### config.mk
export PLATFORM = sky130hd
export DESIGN_NAME = prefetch_fifo_rr_drain
export DESIGN_NICKNAME = d
export VERILOG_FILES = /design/src/rtl/prefetch_fifo_rr_drain_pkg.sv /design/src/rtl/prefetch_fifo_rr_drain_pick.sv /design/src/rtl/prefetch_fifo_rr_drain.sv
export SDC_FILE = /design/constraint.sdc
export NUM_CORES = 1
export LEC_CHECK = 0
export CAP_MARGIN = 0
export CORE_ASPECT_RATIO = 1.25
export CORE_UTILIZATION = 35
export DETAILED_ROUTE_END_ITERATION = 10
export GPL_TIMING_DRIVEN = 0
export PLACE_DENSITY = 0.76
export SYNTH_ARGS = -nofsm -noshare
export SYNTH_HDL_FRONTEND = slang
export SYNTH_HIERARCHICAL = 1
export SYNTH_SLANG_ARGS = --single-unit
export TNS_END_PERCENT = 10
### constraint.sdc
create_clock -name clk -period 4.3 [get_ports clk]
set_input_delay 0.645 -clock clk [delete_from_list [all_inputs] [get_ports clk]]
set_output_delay 0.645 -clock clk [all_outputs]
set_load 0.03 [all_outputs]
### src/rtl/prefetch_fifo_rr_drain_pkg.sv
// Shared types and sizing helpers for the round-robin prefetch FIFO drain scheduler.
package prefetch_fifo_rr_drain_pkg;

    typedef enum logic {
        ST_IDLE  = 1'b0,
        ST_BURST = 1'b1
    } state_t;

    function automatic int unsigned clog2(input int unsigned v);
        int unsigned r;
        r = 0;
        for (int unsigned p = 1; p < v; p = p << 1) begin
            r++;
        end
        return r;
    endfunction

    // Beat counter holds 0..BURST_LEN-1 with one spare bit so it never wraps inside a burst.
    function automatic int unsigned beat_cnt_w(input int unsigned burst_len);
        return clog2(burst_len) + 1;
    endfunction

endpackage

### src/rtl/prefetch_fifo_rr_drain_pick.sv
// Rotate-priority encoder: first asserted request at or after ptr, wrapping modulo N_SRC.
module prefetch_rr_pick
    import prefetch_fifo_rr_drain_pkg::*;
#(
    parameter int unsigned N_SRC = 4,
    parameter int unsigned SRC_W = 2
) (
    input  logic [N_SRC-1:0] req,
    input  logic [SRC_W-1:0] ptr,
    output logic [SRC_W-1:0] gnt,
    output logic             any
);

    int unsigned idx;

    always_comb begin
        gnt = '0;
        any = 1'b0;
        idx = 0;
        for (int unsigned k = 0; k < N_SRC; k++) begin
            // Explicit wrap keeps non-power-of-2 source counts correct.
            idx = int'(ptr) + k;
            if (idx >= N_SRC) begin
                idx = idx - N_SRC;
            end
            if (!any && req[idx]) begin
                gnt = SRC_W'(idx);
                any = 1'b1;
            end
        end
    end

endmodule

### src/rtl/prefetch_fifo_rr_drain.sv
// Round-robin scheduler draining N FWFT FIFO read ports into one valid/ready stream in fixed bursts.
module prefetch_fifo_rr_drain
    import prefetch_fifo_rr_drain_pkg::*;
#(
    parameter int unsigned N_SRC     = 4,
    parameter int unsigned DATA_W    = 8,
    parameter int unsigned BURST_LEN = 16,
    parameter int unsigned SRC_W     = 2
) (
    input  logic                    clk,
    input  logic                    rst_n,
    input  logic                    en,
    input  logic [N_SRC-1:0]        fifo_rd_vld,
    input  logic [N_SRC*DATA_W-1:0] fifo_rd_data,
    output logic [N_SRC-1:0]        fifo_rd_en,
    output logic [DATA_W-1:0]       out_data,
    output logic                    out_vld,
    input  logic                    out_ready,
    output logic [SRC_W-1:0]        out_src,
    output logic                    out_last,
    output logic                    busy
);

    localparam int unsigned CNT_W = beat_cnt_w(BURST_LEN);

    state_t           state, state_nxt;
    logic [SRC_W-1:0] gnt, gnt_nxt;
    logic [SRC_W-1:0] rr_ptr, rr_ptr_nxt;
    logic [CNT_W-1:0] beat_cnt, beat_nxt;
    logic [SRC_W-1:0] pick_gnt;
    logic             pick_any;
    logic             last_beat;
    logic             xfer;

    prefetch_rr_pick #(
        .N_SRC (N_SRC),
        .SRC_W (SRC_W)
    ) u_pick (
        .req (fifo_rd_vld),
        .ptr (rr_ptr),
        .gnt (pick_gnt),
        .any (pick_any)
    );

    assign busy      = (state == ST_BURST);
    assign out_src   = gnt;
    assign out_vld   = busy & fifo_rd_vld[gnt];
    assign last_beat = (beat_cnt == CNT_W'(BURST_LEN - 1));
    assign out_last  = out_vld & last_beat;
    assign xfer      = out_vld & out_ready;

    always_comb begin
        out_data   = '0;
        fifo_rd_en = '0;
        if (busy) begin
            out_data = fifo_rd_data[gnt*DATA_W +: DATA_W];
        end
        if (xfer) begin
            fifo_rd_en[gnt] = 1'b1;
        end
    end

    always_comb begin
        state_nxt  = state;
        gnt_nxt    = gnt;
        rr_ptr_nxt = rr_ptr;
        beat_nxt   = beat_cnt;
        case (state)
            ST_IDLE: begin
                if (en && pick_any) begin
                    gnt_nxt   = pick_gnt;
                    beat_nxt  = '0;
                    state_nxt = ST_BURST;
                end
            end
            ST_BURST: begin
                if (xfer) begin
                    if (last_beat) begin
                        rr_ptr_nxt = (gnt == SRC_W'(N_SRC - 1)) ? '0 : gnt + SRC_W'(1);
                        state_nxt  = ST_IDLE;
                    end else begin
                        beat_nxt = beat_cnt + CNT_W'(1);
                    end
                end
            end
            default: state_nxt = ST_IDLE;
        endcase
    end

    always_ff @(posedge clk or negedge rst_n) begin
        if (!rst_n) begin
            state    <= ST_IDLE;
            gnt      <= '0;
            rr_ptr   <= '0;
            beat_cnt <= '0;
        end else begin
            state    <= state_nxt;
            gnt      <= gnt_nxt;
            rr_ptr   <= rr_ptr_nxt;
            beat_cnt <= beat_nxt;
        end
    end

endmodule

Word level (Yosys, flattened, before mapping)
Index checks and enable logic that the tools add are counted.

Register bits: 10. Logic and storage cells: 79. Output and inout bits: 17. Input port bits: 40.

Bitwise operators: 4. Reduce and logical (&&, ||, !) cells: 11. Mux-type cells: 35. Shift operators: 1. Add/sub/neg operators: 9. Eq/ne operators: 5. $lt $le $gt $ge: 10.

Operators with widths (count): < comparator 32 x 3 -> 1 bit (second input constant) (4); two-way mux 32 bit (4); greater-or-equal comparator 32 x 3 -> 1 bit (second input constant) (3); subtractor 32 x 3 -> 32 bit (second input constant) (3); indexed part select 32 x 6 -> 8 bit (1); two-way mux 5 bit (3); two-way mux 1 bit (13); binary-select mux 1 bit (select 2 bit) (5); two-way mux 2 bit (5); one-hot mux 5 bit (2 select lines) (1); two-way mux 8 bit (1); adder 2 x 2 -> 3 bit (second input constant) (2); AND reduction 3 bit (2); adder 5 x 1 -> 5 bit (second input constant) (1); == test 5 x 4 -> 1 bit (second input constant) (1); logical AND 1 bit (5); two-way mux 4 bit (1); != test 2 bit (second input constant) (2); subtractor 2 x 3 -> 4 bit (second input constant) (1); adder 2 x 1 -> 3 bit (second input constant) (1); bitwise AND 1 bit (3); greater-or-equal comparator 2 x 3 -> 1 bit (second input constant) (1); logical NOT 1 bit (3); < comparator 2 x 3 -> 1 bit (second input constant) (1); 8 further kinds (8).

Logic depth before layout (Yosys ltp)
Gate-level depths: netlist of the first run.

Word-level depth: 17. Gate-level depth with buffers: 6. Depth with buffers taken out: 6.

Hierarchy
Netlist of the first run, hierarchy kept.

By module, submodules not included: prefetch_fifo_rr_drain (cells an instance 74, sequential area each 250.2 sq um, area each 870.8 sq um, instances 1); prefetch_rr_pick (cells an instance 15, sequential area each 0.0 sq um, area each 77.6 sq um, instances 1).

Least setup slack after synthesis of the first run
No wires, ideal clock.

Kind: register to output. Start: register gnt[0], in the netlist out_src[0]. End: output out_data[0]. Arrival: 1701 ps. Data required time: 3655 ps. Cell stages (with the launch flop): 4. Path buffers: 1. Setup slack: 1954 ps. Path through: dfrtp_1 -> buf_2 -> mux4_2 -> and2_1.

Longest elaborated chain between the ends: 2.

RTL lines: start: declaration (line prefetch_fifo_rr_drain.sv:27) `logic [SRC_W-1:0] gnt, gnt_nxt;`; start signal: assignment (line prefetch_fifo_rr_drain.sv:98) `gnt <= gnt_nxt;`; indexed part select 32 x 6 -> 8 bit (line prefetch_fifo_rr_drain.sv:56) `out_data = fifo_rd_data[gnt*DATA_W +: DATA_W];`; two-way mux 8 bit (line prefetch_fifo_rr_drain.sv:55) `if (busy) begin`; end: declaration (line prefetch_fifo_rr_drain.sv:16) `output logic [DATA_W-1:0] out_data,`.

Every way passes these cells.

Worst setup path in the final report of the first run
Start: input fifo_rd_vld[0]. End: output fifo_rd_en[3].

Longest elaborated chain between the ends: 5.

RTL lines: start: declaration (line prefetch_fifo_rr_drain.sv:13) `input logic [N_SRC-1:0] fifo_rd_vld,`; binary-select mux 1 bit (select 2 bit) (line prefetch_fifo_rr_drain.sv:47) `assign out_vld = busy & fifo_rd_vld[gnt];`; two-way mux 1 bit (implied by the code) (line prefetch_fifo_rr_drain.sv:47); bitwise AND 1 bit (line prefetch_fifo_rr_drain.sv:47); bitwise AND 1 bit (line prefetch_fifo_rr_drain.sv:50) `assign xfer = out_vld & out_ready;`; two-way mux 4 bit (line prefetch_fifo_rr_drain.sv:58) `if (xfer) begin`; end: declaration (line prefetch_fifo_rr_drain.sv:15) `output logic [N_SRC-1:0] fifo_rd_en,`.

Every way passes these cells. The select of a mux whose other input is x is not followed.

==> results.toml, run 1 <==
[pwr]
p_per_area_nw_per_um2 = 307
leakage_nw = 0.688
ir_drop_mv = 0.209

[route]
drtPass1Iterations = 4
wirelength_um = 2670
vias_per_cell = 5.12
antenna_left = 0
drt_iter0_drc = 10
vias = 931
wire_per_inst_um = 14.7
drc = 0

[sta]
worstMarginPinSlew_ns = 0.547
max_slew_margin = 0.635
setup_viol = 0
rsz0062_at_grt = "false"
hold_viol_final = 0
min_period_over_period = 0.757
drv_slew = 0
setup_tns_ns = 0
timing.fmax_ghz = 0.307
layout_setup_ws_ns = 1.04
skew_ns = 0.00378
period_minus_slack_ns = 3.26

[die]
die_w_um = 48.6
initial_core_util = 0.379
die_y_um = 60.2
dieArea_um2 = 2920
pin_count = 57
coreArea_um2 = 2500
rows = 20

[yosys]
synth.distinct_cells = 31
synth_seq_cells = 10
ys_seq_area_frac = 0.264
yosysWarnings = 6
syn_area_per_cell_um2 = 10.7
syn_nets = 135
syn_area_um2 = 948
syn_inst = 89

[finish]
final_common_cell = "clkdlybuf4s50_1"
final_cell_mix = "clkdlybuf4s50_1, and2_1, dfrtp_1, mux4_2"
register_area_um2 = 250
multi_input_area_um2 = 644
drive_gt1_frac = 0.154
final_nets = 196
final_cells = 182
antenna_cells = 0
post-route-util = 0.634
synthToLayoutAreaGrowth_pct = 67.3
fill_cells = 212

[setup_path]
worstPathRequired_ns = 3.65
cp_data_arrival_time_ns = 2.61
path_cells = "clkdlybuf4s50_1 -> mux4_2 -> buf_6 -> and3_1 -> clkdlybuf4s50_1"
critPathKind = "input pin to output pin"
crit_buf_inv = 3
end_kind = "output pin"
cpMostUsedCell = "clkdlybuf4s50_1"
cp_max_fo = 10
cp_slowest_stage_delay_ns = 0.59
crit_slowest_cell = "clkdlybuf4s50_1"
cp-start-kind = "input pin"
path_delay_family = "buffers and inverters"

[clock_network]
cts_buffers = 3
ctsResizeCount = 0
clkLatencyLatePin_ns = 0.27
cts_tree = "built"
clockBufferDepth = 2
htreeDepth = 1
post_cts_buffers = 0
clk_pin_slew_ns = 0.06
cts_root_buf = "clkbuf_4"
cts.hold.buffers_added = 0
cts_sinks = 10

[status]
status = "finished clean"

[global_route]
first_global_vias = 890
grt_pass1_wl_um = 4130
grt_max_degree = 11
grtUsageTotal = 0.187
antenna_found_initial = 0
grt_overflow_total = 0

[flow_run]
drv_cap = 0

[placed_design]
gp_congestion = 0.728
place_inst = 178
port-buffer-count = 56
hpwl_um = 2150
pre_cts_ws_ns = 1.05

[hold_path]
hold_class = "register to register"
[final timing paths]
check | slack (ns) | from | depth (start not counted) | end
setup reg to reg | 2.51 | beat_cnt[0] | 6 | beat_cnt[0]
setup / recovery | 1.04 | fifo_rd_vld[0] | 5 | fifo_rd_en[3]
min in group asynchronous | 0.68 | rst_n | 1 | beat_cnt[3]
hold reg to reg | 0.53 | beat_cnt[4] | 2 | beat_cnt[4]
max in group asynchronous | 3.30 | rst_n | 1 | busy
hold / removal | 0.53 | beat_cnt[4] | 2 | beat_cnt[4]
[layout make-up]
cell class	count	area share
Multi-Input combinational cell	67	0.406
Tap cell	33	0.0260
Inverter	8	0.0189
Clock buffer	4	0.0229
Sequential cell	10	0.158
Timing Repair Buffer	56	0.353
Buffer	4	0.0150
[metal layers]
metal	part of all wire	vias up	track usage	wire, um
met3	0.085	3	0.0407	227
met4	0.014	0	0.0630	38
met1	0.38	435	0.195	1020
met2	0.52	47	0.372	1380
met5	0	-	0	0
li1	-	446	-	-
[flip-flops by register name, summed over array words and instances (netlist names)]
signal    cells
beat_cnt      5
out_src       2
rr_ptr        2
busy          1
[worst register-to-register path: cells and delay by family (launching register included)]
kind / cells / cell delay, ns
flops: 1 / 0.41
compound gates: 1 / 0.12
mux: 1 / 0.27
fa+ha+maj: 2 / 0.43
simple gates: 2 / 0.45
[cell usage after synthesis]
cell type / instances / area (um^2)
o211a_1: 1 / 10.0
o21ai_0: 2 / 10.0
a21boi_1: 1 / 7.51
mux2_2: 3 / 33.8
and3_1: 7 / 43.8
nor2_1: 2 / 7.51
nand3_1: 3 / 15.0
inv_2: 1 / 3.75
nand2_1: 2 / 7.51
and3b_1: 1 / 8.76
ha_1: 6 / 75.1
a21o_1: 1 / 7.51
nor2b_1: 2 / 12.5
a21oi_1: 6 / 30.0
xnor2_1: 1 / 8.76
dfrtp_1: 10 / 250
mux2_4: 2 / 30.0
a221o_1: 1 / 10.0
nand2b_1: 1 / 6.26
mux2i_1: 1 / 10.0
and2_1: 10 / 62.6
buf_2: 1 / 5.00
clkbuf_1: 2 / 7.51
buf_6: 1 / 11.3
nand3b_1: 1 / 7.51
nand2_4: 1 / 11.3
a22o_1: 1 / 8.76
mux4_2: 9 / 203
o221ai_1: 1 / 8.76
inv_1: 7 / 26.3
and2_4: 1 / 8.76
[cell families after synthesis]
logic type / share of synthesized area
mux: 0.292
flops: 0.264
compound gates: 0.0976
fa+ha+maj: 0.0792
xor+xnor: 0.00924
buf+inv: 0.0567
simple gates: 0.202
[per-stage QoR]
stage	hold slack [ns]	area [um^2]	power [W]
CTS	0.535	1590	0.000493
global placement	0.512	1550	0.000394
floorplan	0.349	948	0.000305
global route	0.548	1590	0.000517
finish	0.533	1590	0.000487
detailed placement	0.525	1550	0.000403
[where the power goes]
group          switching [W]  total [W]  internal [W]
combinational       0.000109   0.000252      0.000143
sequential         0.0000271   0.000149      0.000121
clock              0.0000350  0.0000866     0.0000516
No activity file was read; power rests on OpenSTA's default activity.
==> run 2: changes to the inputs <==
==> constraint.sdc (replaced) <==
create_clock -name clk -period 3.2 [get_ports clk]
set_input_delay 0.48 -clock clk [delete_from_list [all_inputs] [get_ports clk]]
set_output_delay 0.48 -clock clk [all_outputs]
set_load 0.03 [all_outputs]
==> results of run 2 <==
Same layout as run 1 (identical final DEF). Status: finished clean.
Among the figures that moved: setup slack after placement 1.05 ns -> 0.275 ns; clock-pin slew on the worst setup and hold paths 0.06 ns -> 0.07 ns; setup slack after layout 1.04 ns -> 0.273 ns; hold slack 0.533 ns -> 0.517 ns; register-to-register setup slack 2.51 ns -> 1.41 ns; total power 0.000487 W -> 0.000654 W; worst IR drop on VDD 0.209 mV -> 0.281 mV
==> run 3: changes to the inputs <==
--- a/config.mk
+++ b/config.mk
@@ -7,8 +7,10 @@
 export LEC_CHECK = 0
 export CAP_MARGIN = 0
 export CORE_ASPECT_RATIO = 1.25
+export CORE_MARGIN = 2
 export CORE_UTILIZATION = 35
 export DETAILED_ROUTE_END_ITERATION = 10
+export GPL_ROUTABILITY_DRIVEN = 0
 export GPL_TIMING_DRIVEN = 0
 export PLACE_DENSITY = 0.76
 export SYNTH_ARGS = -nofsm -noshare
==> run 3 against run 2 <==
Worst setup slack better by 0.0089 ns. Utilization is 3.5 points lower. Global-route usage is 0.85 points lower. Routed wire length is 2.1% lower. Worst hold slack better by 0.0083 ns. Sequential cell count stayed put. Clock-buffer cell count is 1 lower. Sequential share of layout area is 0.13 points higher. Total power is 5.3% lower. Non-clock buffer count stayed put. Critical path type unchanged. Critical endpoint is now fifo_rd_en[1].
==> results.toml, run 3 (synthesized netlist as in run 1, its figures left out) <==
[hold_path]
hold_class = "input pin to async pin"

[pwr]
ir_drop_mv = 0.295
sw_frac_of_total = 0.358
p_sw_w = 0.000222
leakage_nw = 0.680
clkPwrFrac = 0.134
p_per_area_nw_per_um2 = 394
p_int_w = 0.000398
pwr-share-comb = 0.545
p_seq_frac = 0.322

[setup_path]
crit_slowest_cell = "clkdlybuf4s50_1"
crit_buf_inv = 3
path_cells = "clkdlybuf4s50_1 -> mux4_2 -> buf_6 -> and3_1 -> clkdlybuf4s50_1"
cp_slowest_stage_delay_ns = 0.60
cpMostUsedCell = "clkdlybuf4s50_1"
critPathKind = "input pin to output pin"
cp-start-kind = "input pin"
cp_data_arrival_time_ns = 2.44
path_delay_family = "buffers and inverters"
worst-path-stages = 5
cp_max_fo = 10
end_kind = "output pin"
worstPathRequired_ns = 2.72
reg2reg_depth = 6

[sta]
worstMarginPinSlew_ns = 0.580
min_period_over_period = 0.912
timing.fmax_ghz = 0.343
setup_tns_ns = 0
skew_ns = 0.00276
rsz0062_at_grt = "false"
max_slew_margin = 0.613
period_minus_slack_ns = 2.92
drv_slew = 0
hold_viol_final = 0
setup_viol = 0

[clock_network]
clk_pin_slew_ns = 0.06
cts_tree = "built"
clockBufferDepth = 2
post_cts_buffers = 0
cts_sinks = 10
ctsResizeCount = 0
cts_root_buf = "clkbuf_4"
htreeDepth = 1
cts_buffers = 3
clkLatencyLatePin_ns = 0.26
cts.hold.buffers_added = 0

[global_route]
grtUsageTotal = 0.179
grt_pass1_wl_um = 4460
met1_usage = 0.206
first_global_vias = 983
busiest_layer = "met2"
antenna_found_initial = 0
grt_overflow_total = 0
grt_max_degree = 11
grt_util_met2 = 0.301
grt_util_met3 = 0.0553

[die]
pin_count = 57
coreArea_um2 = 2630
die_y_um = 62.2
initial_core_util = 0.361
rows = 21
dieArea_um2 = 3140
die_w_um = 50.6

[placed_design]
place_inst = 179
hpwl_um = 2130
port-buffer-count = 56

[route]
drt_iter0_drc = 14
vias_per_cell = 5.07
antenna_left = 0
drtPass1Iterations = 4
wire_per_inst_um = 14.4
wirelength_um = 2620
vias = 922
drc = 0

[finish]
register_area_um2 = 250
largest_register_ffs = 5
synthToLayoutAreaGrowth_pct = 66.0
regMostFlops = "beat_cnt"
fill_cells = 238
antenna_cells = 0
final_common_cell = "clkdlybuf4s50_1"
final_cells = 182
final_cell_mix = "clkdlybuf4s50_1, and2_1, dfrtp_1, mux4_2"
multi_input_area_um2 = 644
final_nets = 196
drive_gt1_frac = 0.149

[flow_run]
drv_cap = 0

[status]
status = "finished clean"
[run 3: stage by stage]
step	total power [W]	instance area, um^2	utilization	hold WS, ns	setup WS [ns]
after global placement	0.000531	1550	0.590	0.514	0.291
after detailed placement	0.000539	1550	0.590	0.523	0.279
after floorplan	0.000410	948	-	0.184	1.02
final	0.000620	1570	0.599	0.526	0.282
after global routing	0.000665	1570	0.599	0.556	0.188
after CTS	0.000628	1570	0.599	0.532	0.278
[run 3: final cells by class]
class | count | share of cell area
Buffer | 4 | 0.0151
Clock buffer | 3 | 0.0143
Inverter | 8 | 0.0191
Multi-Input combinational cell | 67 | 0.409
Sequential cell | 10 | 0.159
Tap cell | 34 | 0.0270
Timing Repair Buffer | 56 | 0.356
[run 3: path summary, 6_finish.rpt]
check	startpoint	endpoint	slack, ns
worst max-delay path	fifo_rd_vld[0]	fifo_rd_en[1]	0.28
worst min-delay path	rst_n	busy	0.53
worst max register to register	beat_cnt[0]	beat_cnt[0]	1.43
worst min register to register	beat_cnt[4]	beat_cnt[4]	0.53
max in group asynchronous	rst_n	out_src[0]	2.37
min in group clk	beat_cnt[4]	beat_cnt[4]	0.53
[run 3: power groups by stage]
stage           Clock, W  Combinational, W  Sequential (W)
6_report       0.0000828          0.000338        0.000199
5_1_grt        0.0000940          0.000368        0.000203
4_1_cts        0.0000882          0.000341        0.000199
3_5_place_dp           0          0.000338        0.000201
3_3_place_gp           0          0.000333        0.000198
2_1_floorplan          0          0.000211        0.000199
[run 3: worst reg2reg max path, delay by kind of cell, from the launching register on]
kind | cells | cell delay [ns]
AO/OA/AOI/OAI | 1 | 0.12
adder cells (fa/ha/maj) | 2 | 0.42
flip-flops | 1 | 0.40
AND/OR/NAND/NOR | 2 | 0.43
multiplexers | 1 | 0.27
[run 3: routing by layer]
layer | wire (um) | vias up | share of wire
li1 | - | 445 | -
met1 | 1030 | 426 | 0.40
met2 | 1220 | 49 | 0.47
met3 | 328 | 2 | 0.13
met4 | 27 | 0 | 0.010
met5 | 0 | - | 0
